### src/rtl/uart_cmd_pkg.sv
// uart_cmd_pkg: shared types and constants for the UART command parser.
// The ECHO state exists only when UART_CMD_PARSER_ECHO_EN is defined.
package uart_cmd_pkg;

   typedef enum logic [2:0] {
      S_IDLE,
      S_POP,
      S_GAP,
`ifdef UART_CMD_PARSER_ECHO_EN
      S_ECHO,
`endif
      S_CHECK,
      S_RESP
   } state_t;

   localparam logic [7:0] CHAR_CR = 8'h0D;
   localparam logic [7:0] CHAR_LF = 8'h0A;

   localparam int unsigned CMD_TEST_LEN = 4;
   localparam logic [8*CMD_TEST_LEN-1:0] CMD_TEST = 32'h54455354; // "TEST"

   localparam int unsigned RESP_LEN = 6;
   typedef logic [0:RESP_LEN-1][7:0] resp_t;
   localparam resp_t RESP_PASS = {8'h50, 8'h41, 8'h53, 8'h53, 8'h0D, 8'h0A};
   localparam resp_t RESP_FAIL = {8'h46, 8'h41, 8'h49, 8'h4C, 8'h0D, 8'h0A};

   // Byte idx of "TEST", first character at idx 0; out-of-range gives 0.
   function automatic logic [7:0] cmd_test_byte(input int unsigned idx);
      if (idx >= CMD_TEST_LEN) return 8'h00;
      return CMD_TEST[8*(CMD_TEST_LEN-1-idx) +: 8];
   endfunction

endpackage

### src/rtl/uart_cmd_parser_resp_streamer.sv
// resp_streamer: streams the selected 6-byte reply into the TX FIFO,
// one byte per non-full cycle; o_done marks the cycle of the last write.
module resp_streamer
   import uart_cmd_pkg::*;
(
   input  logic       clock,
   input  logic       reset,
   input  logic       i_load,
   input  logic       i_pass,
   input  logic       i_full,
   output logic [7:0] o_data,
   output logic       o_wr_en,
   output logic       o_done
);

   localparam logic [2:0] LAST_IDX = 3'(RESP_LEN - 1);

   logic       r_active;
   logic       r_sel_pass;
   logic [2:0] r_idx;
   logic [7:0] w_byte;

   // Reply selection, byte index and backpressure hold
   always_ff @(posedge clock) begin
      if (reset) begin
         r_active   <= 1'b0;
         r_sel_pass <= 1'b0;
         r_idx      <= '0;
      end else if (i_load) begin
         r_active   <= 1'b1;
         r_sel_pass <= i_pass;
         r_idx      <= '0;
      end else if (r_active && !i_full) begin
         if (r_idx == LAST_IDX) r_active <= 1'b0;
         else                   r_idx    <= r_idx + 1'b1;
      end
   end

   // Current reply byte
   always_comb begin
      w_byte = r_sel_pass ? RESP_PASS[r_idx] : RESP_FAIL[r_idx];
   end

   assign o_wr_en = r_active & ~i_full;
   assign o_data  = r_active ? w_byte : '0;
   assign o_done  = o_wr_en & (r_idx == LAST_IDX);

endmodule

### src/rtl/uart_cmd_parser.sv
// uart_cmd_parser: pops RX bytes, assembles a CR-terminated command,
// matches it against "TEST" and streams "PASS\r\n" / "FAIL\r\n" to TX.
// Optional: UART_CMD_PARSER_ECHO_EN echoes every popped byte to TX.
module uart_cmd_parser
   import uart_cmd_pkg::*;
#(
   parameter int unsigned CMD_LEN   = 4,
   parameter logic [7:0]  TERM_CHAR = CHAR_CR,
   parameter logic [7:0]  SKIP_CHAR = CHAR_LF
) (
   input  logic       clock,
   input  logic       reset,
   input  logic       rx_fifo_empty,
   input  logic [7:0] rx_fifo_data_out,
   output logic       rx_fifo_read_en,
   input  logic       tx_fifo_full,
   output logic [7:0] tx_fifo_data_in,
   output logic       tx_fifo_write_en,
   output logic       cmd_pass,
   output logic       cmd_fail,
   output logic       busy
);

   localparam int unsigned CW = $clog2(CMD_LEN + 1);

   state_t                 r_state;
   logic                   r_term;
   logic [CW-1:0]          r_count;
   logic                   r_ovf;
   logic [8*CMD_LEN-1:0]   r_buf;
   logic                   r_rd_en;
   logic                   r_pass;
   logic                   r_fail;
`ifdef UART_CMD_PARSER_ECHO_EN
   logic [7:0]             r_byte;
`endif

   logic                   w_match;
   logic                   w_load;
   logic [7:0]             w_str_data;
   logic                   w_str_wr;
   logic                   w_str_done;

   // Command match: exact length, no overflow, bytes equal "TEST"
   always_comb begin
      w_match = (r_count == CW'(CMD_LEN)) && !r_ovf && (CMD_LEN == CMD_TEST_LEN);
      for (int unsigned i = 0; i < CMD_LEN; i++) begin
         if (r_buf[8*i +: 8] != cmd_test_byte(i)) w_match = 1'b0;
      end
   end

   // Main FSM: capture/classify, single pop, dead cycle, check, reply
   always_ff @(posedge clock) begin
      if (reset) begin
         r_state <= S_IDLE;
         r_term  <= 1'b0;
         r_count <= '0;
         r_ovf   <= 1'b0;
         r_buf   <= '0;
         r_rd_en <= 1'b0;
         r_pass  <= 1'b0;
         r_fail  <= 1'b0;
`ifdef UART_CMD_PARSER_ECHO_EN
         r_byte  <= '0;
`endif
      end else begin
         r_rd_en <= 1'b0;
         r_pass  <= 1'b0;
         r_fail  <= 1'b0;
         case (r_state)
            S_IDLE: begin
               if (!rx_fifo_empty) begin
                  r_rd_en <= 1'b1;
                  r_state <= S_POP;
`ifdef UART_CMD_PARSER_ECHO_EN
                  r_byte  <= rx_fifo_data_out;
`endif
                  if (rx_fifo_data_out == SKIP_CHAR) begin
                     // dropped
                  end else if (rx_fifo_data_out == TERM_CHAR) begin
                     r_term <= 1'b1;
                  end else if (r_count < CW'(CMD_LEN)) begin
                     r_buf[8*r_count +: 8] <= rx_fifo_data_out;
                     r_count               <= r_count + 1'b1;
                  end else begin
                     r_ovf <= 1'b1;
                  end
               end
            end
            S_POP: r_state <= S_GAP;
`ifdef UART_CMD_PARSER_ECHO_EN
            S_GAP: r_state <= S_ECHO;
            S_ECHO: begin
               if (!tx_fifo_full) begin
                  r_state <= r_term ? S_CHECK : S_IDLE;
                  r_pass  <= r_term &  w_match;
                  r_fail  <= r_term & ~w_match;
               end
            end
`else
            S_GAP: begin
               r_state <= r_term ? S_CHECK : S_IDLE;
               r_pass  <= r_term &  w_match;
               r_fail  <= r_term & ~w_match;
            end
`endif
            S_CHECK: begin
               r_term  <= 1'b0;
               r_count <= '0;
               r_ovf   <= 1'b0;
               r_buf   <= '0;
               r_state <= S_RESP;
            end
            S_RESP: if (w_str_done) r_state <= S_IDLE;
            default: r_state <= S_IDLE;
         endcase
      end
   end

   assign w_load = (r_state == S_CHECK);

   resp_streamer u_resp (
      .clock   (clock),
      .reset   (reset),
      .i_load  (w_load),
      .i_pass  (r_pass),
      .i_full  (tx_fifo_full),
      .o_data  (w_str_data),
      .o_wr_en (w_str_wr),
      .o_done  (w_str_done)
   );

`ifdef UART_CMD_PARSER_ECHO_EN
   assign tx_fifo_write_en = (r_state == S_ECHO) ? ~tx_fifo_full : w_str_wr;
   assign tx_fifo_data_in  = (r_state == S_ECHO) ? r_byte : w_str_data;
`else
   assign tx_fifo_write_en = w_str_wr;
   assign tx_fifo_data_in  = w_str_data;
`endif

   assign rx_fifo_read_en = r_rd_en;
   assign cmd_pass        = r_pass;
   assign cmd_fail        = r_fail;
   assign busy            = (r_state != S_IDLE);

endmodule

### config.mk
export PLATFORM = sky130hd
export DESIGN_NAME = uart_cmd_parser
export DESIGN_NICKNAME = d
export VERILOG_FILES = /design/src/rtl/uart_cmd_pkg.sv /design/src/rtl/uart_cmd_parser_resp_streamer.sv /design/src/rtl/uart_cmd_parser.sv
export SDC_FILE = /design/constraint.sdc
export NUM_CORES = 1
export LEC_CHECK = 0
export BUFFER_PORTS_ARGS = -buffer_cell sky130_fd_sc_hd__buf_4
export CORE_MARGIN = 2
export CORE_UTILIZATION = 50
export DETAILED_ROUTE_END_ITERATION = 10
export PLACE_DENSITY_LB_ADDON = 0.1
export SYNTH_ARGS = -nofsm -noshare
export SYNTH_HDL_FRONTEND = slang
export SYNTH_SLANG_ARGS = --single-unit
### constraint.sdc
create_clock -name clock -period 2.9 [get_ports clock]
set_clock_uncertainty 0.1 [all_clocks]
set_input_delay 0.145 -clock clock [delete_from_list [all_inputs] [get_ports clock]]
set_output_delay 0.145 -clock clock [all_outputs]
set_load 0.01 [all_outputs]
# Word-level counts from Yosys, hierarchy flattened
# Memory sizes are Yosys's and may differ from the RTL's.
# Cells that the tools add are included.
[word_totals]
regBits = 48
romBits = 128
elab_cells = 105
memories = 2
[classes]
add_sub_neg = 3
n_lt_le_gt_ge = 2
eq_ne = 19
n_shift = 2
n_mux = 38
n_bitwise = 10
reduce_logical = 18
[memory_table]
columns = ["name", "depth", "word_bits", "read_ports", "rd_clocked_by_memory_dff", "wr", "line", "rtl"]
rows = [
  ["(name not given)", 8, 8, 1, 0, 0, "uart_cmd_parser_resp_streamer.sv:41", "w_byte = r_sel_pass ? RESP_PASS[r_idx] : RESP_FAIL[r_idx];"],
  ["(name not given)", 8, 8, 1, 0, 0, "uart_cmd_parser_resp_streamer.sv:41", ""],
]
[op_table]
columns = ["operator", "count"]
rows = [
  ["two-way mux 32 bit", 4],
  ["case mux 32 bit (2 select lines)", 1],
  ["two-way mux 8 bit", 6],
  ["negator 6 -> 34 bit", 1],
  ["variable shift 8 x 34 -> 32 bit, first input constant", 1],
  ["variable part select 8 x 34 -> 32 bit", 1],
  ["bitwise mux 32 bit", 1],
  ["!= test 8 x 7 -> 1 bit, second input constant", 4],
  ["two-way mux 3 bit", 6],
  ["equality test 8 x 4 -> 1 bit, second input constant", 2],
  ["two-way mux 1 bit", 15],
  ["case mux 3 bit (5 select lines)", 1],
  ["!= test 2 bit, second input constant", 6],
  ["AND reduction 5 bit", 2],
  ["equality test 3 bit, second input constant", 3],
  ["adder 3 x 1 -> 3 bit, second input constant", 2],
  ["equality test 3 x 2 -> 1 bit, second input constant", 2],
  ["case mux 3 bit (2 select lines)", 1],
  ["AND reduction 2 bit", 3],
  ["nonzero test 2 bit", 3],
  ["OR reduction 2 bit", 3],
  ["NOT 1 bit", 5],
  ["bitwise AND 1 bit", 4],
  [">= comparator 4 bit, second input constant", 1],
  ["other kinds (11)", 14],
]

# Logic depth before layout (Yosys ltp)
# Gate-level depths: netlist of the first run.
[logic_depth]
word_depth = 8
mapped_depth = 8

# Cells and area by module
# A second synthesis of the first run with hierarchy kept.
[unflattened]
cells_unflattened = 280
hier_area_um2 = 2467.4
[by_module_without_submodules]
columns = ["module", "n_inst", "cells_each", "area_per_inst_um2", "seq_area_each_um2"]
rows = [
  ["uart_cmd_parser", 1, 232, 2064.5, 860.8],
  ["resp_streamer", 1, 48, 402.9, 100.1],
]

# Least setup slack after synthesis of the first run
# OpenSTA, ideal clock, no wires.
[synth_path]
kind = "reg-to-reg"
start = "register r_count[0]"
end = "register r_buf[0]"
setup_ps = 72
t_arrival_ps = 1979
required_ps = 2728
path_slack_ps = 749
stages_incl_launch_ff = 8
path_buffers = 0
synth_period_minus_slack_ps = 2151
cell_sequence = "dfxtp_1 -> inv_1 -> ha_1 -> ha_1 -> nor4b_1 -> nand3_1 -> nor3_4 -> mux2i_1"
[synth_via]
elab_chain_cells = 8
elab_cells_between_ends = 12
cone_classes = "1 x add/sub; 1 x order compare; 1 x eq/ne; 2 x shift; 6 x mux; 1 x reduce/logical"
[synth_lines]
columns = ["element", "line", "rtl"]
rows = [
  ["from (decl)", "uart_cmd_parser.sv:28", "logic [CW-1:0] r_count;"],
  ["from (signal assigned)", "uart_cmd_parser.sv:84", "r_count <= r_count + 1'b1;"],
  ["negator 6 -> 34 bit", "uart_cmd_parser.sv:83", "r_buf[8*r_count +: 8] <= rx_fifo_data_out;"],
  ["variable part select 8 x 34 -> 32 bit / variable shift 8 x 34 -> 32 bit (equally long branches)", "uart_cmd_parser.sv:83", ""],
  ["bitwise mux 32 bit", "uart_cmd_parser.sv:83", ""],
  ["two-way mux 32 bit", "uart_cmd_parser.sv:82", "end else if (r_count < CW'(CMD_LEN)) begin"],
  ["two-way mux 32 bit", "uart_cmd_parser.sv:80", "end else if (rx_fifo_data_out == TERM_CHAR) begin"],
  ["two-way mux 32 bit", "uart_cmd_parser.sv:78", "if (rx_fifo_data_out == SKIP_CHAR) begin"],
  ["two-way mux 32 bit", "uart_cmd_parser.sv:72", "if (!rx_fifo_empty) begin"],
  ["case mux 32 bit (2 select lines)", "uart_cmd_parser.sv:70", "case (r_state)"],
  ["to (signal, indexed assignment)", "uart_cmd_parser.sv:83", ""],
  ["to (decl)", "uart_cmd_parser.sv:30", "logic [8*CMD_LEN-1:0] r_buf;"],
]
# Parallel ways exist; a longest one is shown, timed or not. The select of a mux whose other input is x is not followed.
# A chain may end at the register's enable or synchronous reset.

# Worst setup path after layout of the first run
[layout_path]
start = "register r_count[0]"
end = "register r_buf[3]"
# Same word-level chain as after synthesis.

==> flow_metrics.env, run 1 <==
export IMPL_async_flop_share=0
export IMPL_rrSetupSlack_ns=0.49
export IMPL_dominantRegCellSynth="dfxtp_1"
export IMPL_combinationalPowerShare=0.103
export IMPL_path_delay_family="simple AND/OR/NAND/NOR gates"
export IMPL_initial_core_util=0.518
export IMPL_p_seq_frac=0.579
export IMPL_reg2reg_to="r_buf[3]"
export IMPL_grt_max_degree=37
export IMPL_swShare=0.249
export IMPL_drive_gt1_frac=0.158
export IMPL_clk_pin_slew_ns=0.08
export IMPL_end_kind="register"
export IMPL_synth_seq_cells=48
export IMPL_ys_seq_area_frac=0.426
export IMPL_path_class="reg2reg"
export IMPL_coreArea_mm2=0.00435
export IMPL_nFillCells=385
export IMPL_tns_ns=0
export IMPL_slew_headroom=0.661
export IMPL_hp_class="in2reg"
export IMPL_fmax_mhz=415
export IMPL_tightest_slew_ns=0.507
export IMPL_drv_slew=0
export IMPL_hold_start="reset"
export IMPL_p_int_uw=889
export IMPL_crit_path_end="r_buf[3]"
export IMPL_setup_viol=0
export IMPL_clockBufferDepth=2
export IMPL_avgRoutedWirePerCell_um=14.4
export IMPL_synth_edf_count=0
export IMPL_drtIter0Drc=68
export IMPL_path_depth=7
export IMPL_antenna_left=0
export IMPL_post_route_util=0.584
export IMPL_cp_startpoint="r_count[0]"
export IMPL_cp_arrival_ns=2.54
export IMPL_rsz0062_at_grt="no"
export IMPL_area_growth_pct=12.7
export IMPL_cap_violations=0
export IMPL_path_cells="inv_1 > ha_1 > ha_1 > nor4b_1 > nand3_1 > nor3_4 > mux2i_1"
export IMPL_max_stage_delay_ns=0.45
export IMPL_fp_dieArea_mm2=0.00507
export IMPL_yosysWarningCount=0
export IMPL_ios=25
export IMPL_fin_crit_sh=0.831
export IMPL_finalCriticalPeriod_ns=2.41
export IMPL_ys_types=41
export IMPL_ctsHoldBuffers=0
export IMPL_first_pass_iters=4
export IMPL_leakagePower_uw=0.000980
export IMPL_antenna_found_initial=0
export IMPL_cp_max_fo=8
export IMPL_die_width_um=71.2
export IMPL_pwr_share_clk=0.318
export IMPL_power_density_mw_per_mm2=465
export IMPL_synth_avg_cell_area_um2=9.60
export IMPL_nNetsFinal=280
export IMPL_routabilityCongestion=0.762
export IMPL_worstPathRequired_ns=3.03
export IMPL_cts_inserted_buffers=5
export IMPL_route_detailed_drc=0
export IMPL_clock_latency_ns=0.30
export IMPL_track_usage=0.198
export IMPL_dp_hpwl_um=3240
export IMPL_switchingPower_uw=295
export IMPL_cp_common_cell="ha_1"
export IMPL_cts_tree="yes"
export IMPL_cts_setup_buffers=0
export IMPL_row_count=24
export IMPL_netlist_instances=235
export IMPL_grt_pass1_wl_um=7810
export IMPL_peakVddDrop_mv=0.383
export IMPL_synthesis_area_mm2=0.00226
export IMPL_r2r_start="r_count[0]"
export IMPL_grt_pass1_vias=1573
export IMPL_outcome="complete, no violations"
export IMPL_diodes=0
export IMPL_start_kind="register"
export IMPL_cts_root_buf="clkbuf_8"
export IMPL_die_h_um=71.2
export IMPL_drt_total_wl_um=4480
export IMPL_worstPathBufferInverterCount=1
export IMPL_crit_slowest_cell="dfxtp_1"
export IMPL_htreeDepth=2
export IMPL_vias_per_cell=5.29
export IMPL_post_cts_resized=0
export IMPL_vias=1645
export IMPL_grt_overflow=0
export IMPL_numPortBuffers=22
export IMPL_cts_sinks=48
export IMPL_finalHoldViolCount=0
export IMPL_r2r_cells=7
## synth_stat cells (all sizes together), types with 5 or more instances
| cell type | instances | area share |
|---|---|---|
| buf | 5 | 0.019 |
| clkbuf | 5 | 0.0083 |
| dfxtp | 48 | 0.43 |
| ha | 9 | 0.050 |
| inv | 6 | 0.010 |
| mux2i | 34 | 0.15 |
| nand2 | 41 | 0.068 |
| nand2b | 7 | 0.019 |
| nand3 | 8 | 0.018 |
| nor2 | 12 | 0.020 |
| nor3 | 7 | 0.021 |
| nor4 | 6 | 0.030 |
## metrics by stage
stage / std cells / total power (uW) / hold slack, ns / setup slack, ns / cell area [um2]
2_1_floorplan: 236 / 786 / 0.234 / 0.749 / 2260
5_1_grt: 311 / 1230 / 0.0289 / 0.277 / 2540
3_3_place_gp: 304 / 823 / 0.333 / 0.551 / 2460
4_1_cts: 311 / 1200 / 0.0104 / 0.470 / 2540
6_report: 311 / 1180 / 0.0200 / 0.491 / 2540
3_5_place_dp: 304 / 824 / 0.334 / 0.496 / 2460
## registers in the layout (all words and copies together) (netlist names)
| register | flops |
|---|---|
| u_resp.r_idx | 3 |
| u_resp.r_sel_pass | 1 |
| r_state | 3 |
| u_resp.r_active | 1 |
| r_buf | 32 |
| rx_fifo_read_en | 1 |
| cmd_fail | 1 |
| r_ovf | 1 |
| r_term | 1 |
| cmd_pass | 1 |
| r_count | 3 |
## power groups by stage
stage / registers [uW] / logic (uW) / clock network, uW
global placement: 701 / 122 / 0
detailed placement: 701 / 123 / 0
finish: 686 / 122 / 376
floorplan: 698 / 87.5 / 0
global route: 688 / 137 / 409
CTS: 686 / 123 / 389
## routing by layer
layer,up-vias,wire [um],GRT usage
li1,855,-,-
met1,756,2250,0.279
met2,28,2000,0.305
met3,6,168,0.0413
met4,0,59,0.0629
met5,-,0,0
## cells by family after synthesis
kind of cell               share of synthesized area
buffers and inverters                         0.0371
AOI/OAI and AO/OA                             0.0477
DFF                                            0.426
adders and majority gates                     0.0499
and+or+nand+nor                                0.274
xor gates and xnor gates                     0.00776
other                                        0.00166
muxes                                          0.156
## final cells by class
type	instances	area, um2	area share
clock buffer	5	68.8	0.0271
inverter	6	22.5	0.00885
clock inverter	2	12.5	0.00492
sequential	48	961	0.378
multi-input combinational	172	1220	0.479
tap	52	65.1	0.0256
timing repair buffer	26	195	0.0767
## layout by cell type, fill, tap and decap left out, types with 3 or more instances in the layout
cell | synthesis | layout
dfxtp_1 | 48 | 48
nand2_1 | 41 | 41
mux2i_1 | 34 | 34
buf_4 | 2 | 26
nor2_1 | 12 | 11
ha_1 | 9 | 9
nand3_1 | 8 | 8
nand2b_1 | 7 | 7
inv_1 | 6 | 6
nor3_1 | 6 | 6
clkbuf_8 | 0 | 5
nor2b_1 | 4 | 4
o21a_1 | 4 | 4
nor4_1 | 4 | 4
nor4b_1 | 4 | 4
a21oi_1 | 4 | 4
o21ai_0 | 3 | 3
## worst min-delay path by stage
stage / end / slack [ns] / cells past startpoint
after floorplan: r_term / 0.23 / 3
after global placement: r_state[2] / 0.33 / 2
after detailed placement: u_resp.r_active / 0.33 / 2
after CTS: u_resp.r_active / 0.01 / 2
after global routing: r_state[2] / 0.03 / 2
final: u_resp.r_active / 0.02 / 2
(Power assumes the default switching activity.)
==> inputs of run 2 (changes only) <==
- ABC_AREA: not set -> 1
- clock period: 2.9 -> 2.49 ns (I/O delays scaled with it)
==> flow_metrics.env, run 2 <==
export IMPL_switchingPower_uw=529
export IMPL_final_common_cell="nand2_1"
export IMPL_netlist_instances=335
export IMPL_synth_area_leader_cell="dfxtp_1"
export IMPL_tns_ns=0
export IMPL_yosysWarningCount=0
export IMPL_cap_violations=0
export IMPL_drv_slew=0
export IMPL_finalCriticalPeriod_ns=2.17
export IMPL_fp_dieArea_mm2=0.00536
export IMPL_cts_setup_buffers=0
export IMPL_drtIter0Drc=173
export IMPL_synthXorXnorAreaFrac=0
export IMPL_coreArea_mm2=0.00466
export IMPL_largest_register="r_buf"
export IMPL_ios=25
export IMPL_cp_arrival_ns=2.30
export IMPL_worstPathRequired_ns=2.62
export IMPL_r2r_cells=8
export IMPL_clk_pin_slew_ns=0.08
export IMPL_power_density_mw_per_mm2=638
export IMPL_fmax_mhz=461
export IMPL_multi_input_area_mm2=0.00120
export IMPL_avgRoutedWirePerCell_um=13.0
export IMPL_p_seq_frac=0.490
export IMPL_combinationalPowerShare=0.220
export IMPL_nFillCells=460
export IMPL_outcome="complete, no violations"
export IMPL_synthMuxAreaShare=0
export IMPL_cp_max_fo=11
export IMPL_dominantRegCellSynth="dfxtp_1"
export IMPL_hp_class="in2reg"
export IMPL_leakagePower_uw=0.00110
export IMPL_setup_viol=0
export IMPL_post_route_util=0.572
export IMPL_synthesis_area_mm2=0.00239
export IMPL_final_cell_mix="nand2_1 (67), dfxtp_1 (48), nand3_1 (45)"
export IMPL_drt_total_wl_um=5330
export IMPL_synth_fa_ha_area_frac=0.0470
export IMPL_swShare=0.311
export IMPL_first_pass_iters=4
export IMPL_slew_headroom=0.544
export IMPL_peakVddDrop_mv=0.365
export IMPL_reg2reg_to="r_buf[1]"
export IMPL_synth_seq_cells=48
export IMPL_regArea_um2=961
export IMPL_vias_per_cell=5.31
export IMPL_largest_reg_flops=32
export IMPL_grt_max_degree=41
export IMPL_synth_top_family_by_area="simple AND/OR/NAND/NOR gates"
export IMPL_htreeDepth=2
export IMPL_hold_start="tx_fifo_full"
export IMPL_area_growth_pct=11.4
export IMPL_die_width_um=73.2
export IMPL_synth_top_area_share=0.401
export IMPL_max_stage_delay_ns=0.45
export IMPL_synth_avg_cell_area_um2=7.14
export IMPL_diodes=0
export IMPL_cts_tree="yes"
export IMPL_grt_pass1_wl_um=9070
export IMPL_hold_path_cell_count=4
export IMPL_route_detailed_drc=0
export IMPL_synthSimpleGateAreaFrac=0.332
export IMPL_cts_inserted_buffers=5
export IMPL_rsz0062_at_grt="no"
export IMPL_crit_slowest_cell="nor2_1"
export IMPL_ys_top_cells_by_area="dfxtp_1 (40%), nand2_1 (11%), nand3_1 (9.4%), a21oi_1 (9.2%), inv_1 (5.8%)"
export IMPL_clock_latency_ns=0.30
export IMPL_tightest_slew_ns=0.677
export IMPL_path_cells="inv_1 > ha_1 > ha_1 > nor2_1 > nand2_1 > nor2_1 > nand3_1 > a21oi_1"
export IMPL_ys_seq_area_frac=0.401
export IMPL_rrSetupSlack_ns=0.32
export IMPL_post_cts_resized=0
export IMPL_antenna_left=0
export IMPL_cp_startpoint="r_count[0]"
export IMPL_ys_top_cells_by_count="nand2_1 (67), dfxtp_1 (48), nand3_1 (45), a21oi_1 (44), inv_1 (37)"
export IMPL_start_kind="register"
export IMPL_track_usage=0.218
export IMPL_end_kind="register"
export IMPL_async_flop_share=0
export IMPL_total_power_uw=1700
export IMPL_die_h_um=73.2
export IMPL_fin_crit_sh=0.872
export IMPL_min_to="u_resp.r_idx[1]"
export IMPL_cts_root_buf="clkbuf_8"
export IMPL_finalHoldViolCount=0
export IMPL_ys_types=30
export IMPL_path_class="reg2reg"
export IMPL_synth_edf_count=0
export IMPL_cts_sinks=48
export IMPL_grt_overflow=0
export IMPL_nNetsFinal=376
export IMPL_p_int_uw=1170
export IMPL_drive_gt1_frac=0.130
export IMPL_vias=2171
export IMPL_numPortBuffers=22
export IMPL_row_count=25
export IMPL_clockBufferDepth=2
export IMPL_dp_hpwl_um=3890
export IMPL_initial_core_util=0.514
export IMPL_grt_pass1_vias=1911
export IMPL_routabilityCongestion=0.852
export IMPL_yosysMostFrequentCell="nand2_1"
export IMPL_antenna_found_initial=0
export IMPL_pwr_share_clk=0.290
export IMPL_r2r_start="r_count[0]"
export IMPL_synth_compound_area_frac=0.121
run 2: final cells by class:
cell class | count | share of cell area
multi-input cells | 235 | 0.452
flip-flops and latches | 48 | 0.360
repair buffers | 24 | 0.0685
well taps | 54 | 0.0253
clock buffers | 7 | 0.0361
inverters | 41 | 0.0577
run 2: repair_timing:
item                                   CTS  global route
setup endpoints to repair                0             0
hold buffers                             1             0
endpoints found under the hold margin    1             0
run 2: worst max-delay path by stage:
stage / endpoint / depth (start not counted) / slack [ns]
global placement: r_buf[7] / 8 / 0.45
detailed placement: r_buf[1] / 8 / 0.38
CTS: r_buf[1] / 8 / 0.36
finish: r_buf[1] / 8 / 0.32
global route: r_buf[3] / 8 / 0.07
floorplan: r_buf[0] / 9 / 0.61
run 2: power groups by stage:
stage	Combinational, uW	Clock [uW]	Sequential (uW)
floorplan	303	0	844
global placement	366	0	850
detailed placement	371	0	850
CTS	373	505	833
global route	424	527	838
finish	374	493	833
run 2: per-layer routing:
| metal | part of all wire | track usage | wire, um |
|---|---|---|---|
| met4 | 0.012 | 0.0556 | 63 |
| met5 | 0 | 0 | 0 |
| met2 | 0.43 | 0.316 | 2320 |
| met1 | 0.51 | 0.330 | 2720 |
| met3 | 0.044 | 0.0414 | 237 |
run 2: critical path, delay by kind of cell (launching register included):
| family | cells | cell delay, ns |
|---|---|---|
| AND/OR/NAND/NOR | 4 | 0.74 |
| buffers and inverters | 1 | 0.16 |
| adder cells (fa/ha/maj) | 2 | 0.58 |
| AO/OA/AOI/OAI | 1 | 0.17 |
| flip-flops | 1 | 0.36 |
run 2: cell families (layout without fill, tap and decap cells):
family	count (synthesis)	after routing
DFF	48	48
adders and majority gates	9	9
and+or+nand+nor	168	168
other	1	2
buffers and inverters	53	72
AOI/OAI and AO/OA	56	56
run 2: metrics by stage:
step	instance area (um2)	std cells	hold slack, ns	setup slack, ns
3_3_place_gp	2560	401	0.236	0.454
3_5_place_dp	2560	401	0.233	0.384
5_1_grt	2670	409	0.103	0.0695
6_report	2670	409	0.0839	0.319
4_1_cts	2670	409	0.0812	0.362
2_1_floorplan	2400	336	0.104	0.607
==> inputs of run 3 (changes only) <==
- CELL_PAD_IN_SITES_DETAIL_PLACEMENT: not set -> 0
- CELL_PAD_IN_SITES_GLOBAL_PLACEMENT: not set -> 1
- CORE_UTILIZATION: 50 -> 42
==> flow_metrics.env, run 3 (synthesis gave the netlist of run 2 again) <==
export IMPL_outcome="complete, no violations"
export IMPL_cts_setup_buffers=0
export IMPL_nFillCells=563
export IMPL_routabilityCongestion=0.769
export IMPL_initial_core_util=0.435
export IMPL_leakagePower_uw=0.00112
export IMPL_drt_total_wl_um=5590
export IMPL_rrSetupSlack_ns=0.33
export IMPL_drtIter0Drc=114
export IMPL_hp_class="in2reg"
export IMPL_route_detailed_drc=0
export IMPL_diodes=0
export IMPL_grt_max_degree=41
export IMPL_drive_gt1_frac=0.132
export IMPL_nNetsFinal=376
export IMPL_cts_tree="yes"
export IMPL_hold_path_cell_count=4
export IMPL_cts_inserted_buffers=5
export IMPL_reg2reg_to="r_buf[2]"
export IMPL_final_common_cell="nand2_1"
export IMPL_fin_crit_sh=0.868
export IMPL_p_seq_frac=0.457
export IMPL_clk_pin_slew_ns=0.09
export IMPL_switchingPower_uw=544
export IMPL_row_count=27
export IMPL_total_power_uw=1820
export IMPL_dp_hpwl_um=4050
export IMPL_r2r_cells=8
export IMPL_finalHoldViolCount=0
export IMPL_first_pass_iters=4
export IMPL_fp_dieArea_mm2=0.00632
export IMPL_grt_overflow=0
export IMPL_drv_slew=0
export IMPL_slew_headroom=0.559
export IMPL_grt_pass1_wl_um=9600
export IMPL_track_usage=0.194
export IMPL_cp_arrival_ns=2.29
export IMPL_numPortBuffers=22
export IMPL_htreeDepth=2
export IMPL_setup_viol=0
export IMPL_min_to="u_resp.r_idx[1]"
export IMPL_coreArea_mm2=0.00551
export IMPL_avgRoutedWirePerCell_um=13.1
export IMPL_cap_violations=0
export IMPL_post_cts_resized=0
export IMPL_largest_register="r_buf"
export IMPL_cp_max_fo=11
export IMPL_largest_reg_flops=32
export IMPL_p_int_uw=1280
export IMPL_clock_latency_ns=0.30
export IMPL_power_density_mw_per_mm2=670
export IMPL_cts_sinks=48
export IMPL_clockBufferDepth=2
export IMPL_path_class="reg2reg"
export IMPL_multi_input_area_mm2=0.00120
export IMPL_cts_root_buf="clkbuf_8"
export IMPL_worstPathBufferInverterCount=1
export IMPL_tightest_slew_ns=0.655
export IMPL_path_cells="inv_1 > ha_1 > ha_1 > nor2_1 > nand2_1 > nor2_1 > nand3_1 > a21oi_1"
export IMPL_die_width_um=79.5
export IMPL_antenna_left=0
export IMPL_finalCriticalPeriod_ns=2.16
export IMPL_area_growth_pct=13.6
export IMPL_rsz0062_at_grt="no"
export IMPL_fmax_mhz=463
export IMPL_worstPathRequired_ns=2.62
export IMPL_grt_pass1_vias=1972
export IMPL_die_h_um=79.5
export IMPL_swShare=0.298
export IMPL_tns_ns=0
export IMPL_combinationalPowerShare=0.206
export IMPL_crit_slowest_cell="nor2_1"
export IMPL_start_kind="register"
export IMPL_end_kind="register"
export IMPL_peakVddDrop_mv=0.344
export IMPL_pwr_share_clk=0.337
export IMPL_regArea_um2=961
export IMPL_ios=25
export IMPL_hold_start="tx_fifo_full"
export IMPL_vias=2145
export IMPL_vias_per_cell=5.01
export IMPL_path_delay_family="simple AND/OR/NAND/NOR gates"
export IMPL_final_cell_mix="nand2_1 (67), dfxtp_1 (48), nand3_1 (45)"
export IMPL_max_stage_delay_ns=0.44
export IMPL_r2r_start="r_count[0]"
export IMPL_antenna_found_initial=0
## run 3: cell count changes in the layout (fill, tap and decap cells not counted)
cell,delta
bufinv_16,+1
## run 3: layout make-up
class,instances,area share
Multi-Input combinational cell,235,0.443
Clock inverter,1,0.0110
Sequential cell,48,0.353
Tap cell,72,0.0331
Timing Repair Buffer,24,0.0672
Clock buffer,7,0.0354
Inverter,41,0.0566
## run 3: per-layer routing
layer	vias to the layer above	GRT usage	share of wire
li1	1144	-	-
met1	953	0.302	0.52
met2	43	0.275	0.42
met3	5	0.0339	0.050
met4	0	0.0466	0.012
met5	-	0	0
## run 3: tightest hold or removal path, cell delays in order
cell and delay (ns):
buf_4 0.08, nor2_1 0.05, nand2_1 0.11, a21oi_1 0.08
## run 3: repair_timing
action,in CTS,in global routing
endpoints found under the setup margin,0,0
endpoints found under the hold margin,1,0
hold buffers,1,0
## run 3: power by group through the flow
| stage | Sequential [uW] | Combinational [uW] | Clock (uW) |
|---|---|---|---|
| after global placement | 850 | 371 | 0 |
| after CTS | 832 | 374 | 630 |
| final | 833 | 374 | 614 |
| after detailed placement | 850 | 372 | 0 |
| after floorplan | 844 | 303 | 0 |
| after global routing | 840 | 423 | 662 |
## run 3: worst max-delay path by stage
| stage | start | end | slack (ns) | depth (start not counted) |
|---|---|---|---|---|
| finish | r_count[0] | r_buf[2] | 0.33 | 8 |
| CTS | r_count[0] | r_buf[2] | 0.36 | 8 |
| global placement | r_count[0] | r_buf[7] | 0.44 | 8 |
| floorplan | r_count[0] | r_buf[0] | 0.61 | 9 |
| detailed placement | r_count[0] | r_buf[2] | 0.38 | 8 |
| global route | r_count[0] | r_buf[7] | 0.15 | 8 |
## run 3: stage by stage
stage / std cells / setup slack [ns] / hold slack (ns) / area, um2 / util
floorplan: 336 / 0.607 / 0.104 / 2400 / -
global placement: 419 / 0.445 / 0.225 / 2580 / 0.469
detailed placement: 419 / 0.379 / 0.225 / 2580 / 0.469
CTS: 428 / 0.355 / 0.0862 / 2720 / 0.494
global route: 428 / 0.153 / 0.106 / 2720 / 0.494
finish: 428 / 0.328 / 0.0913 / 2720 / 0.494
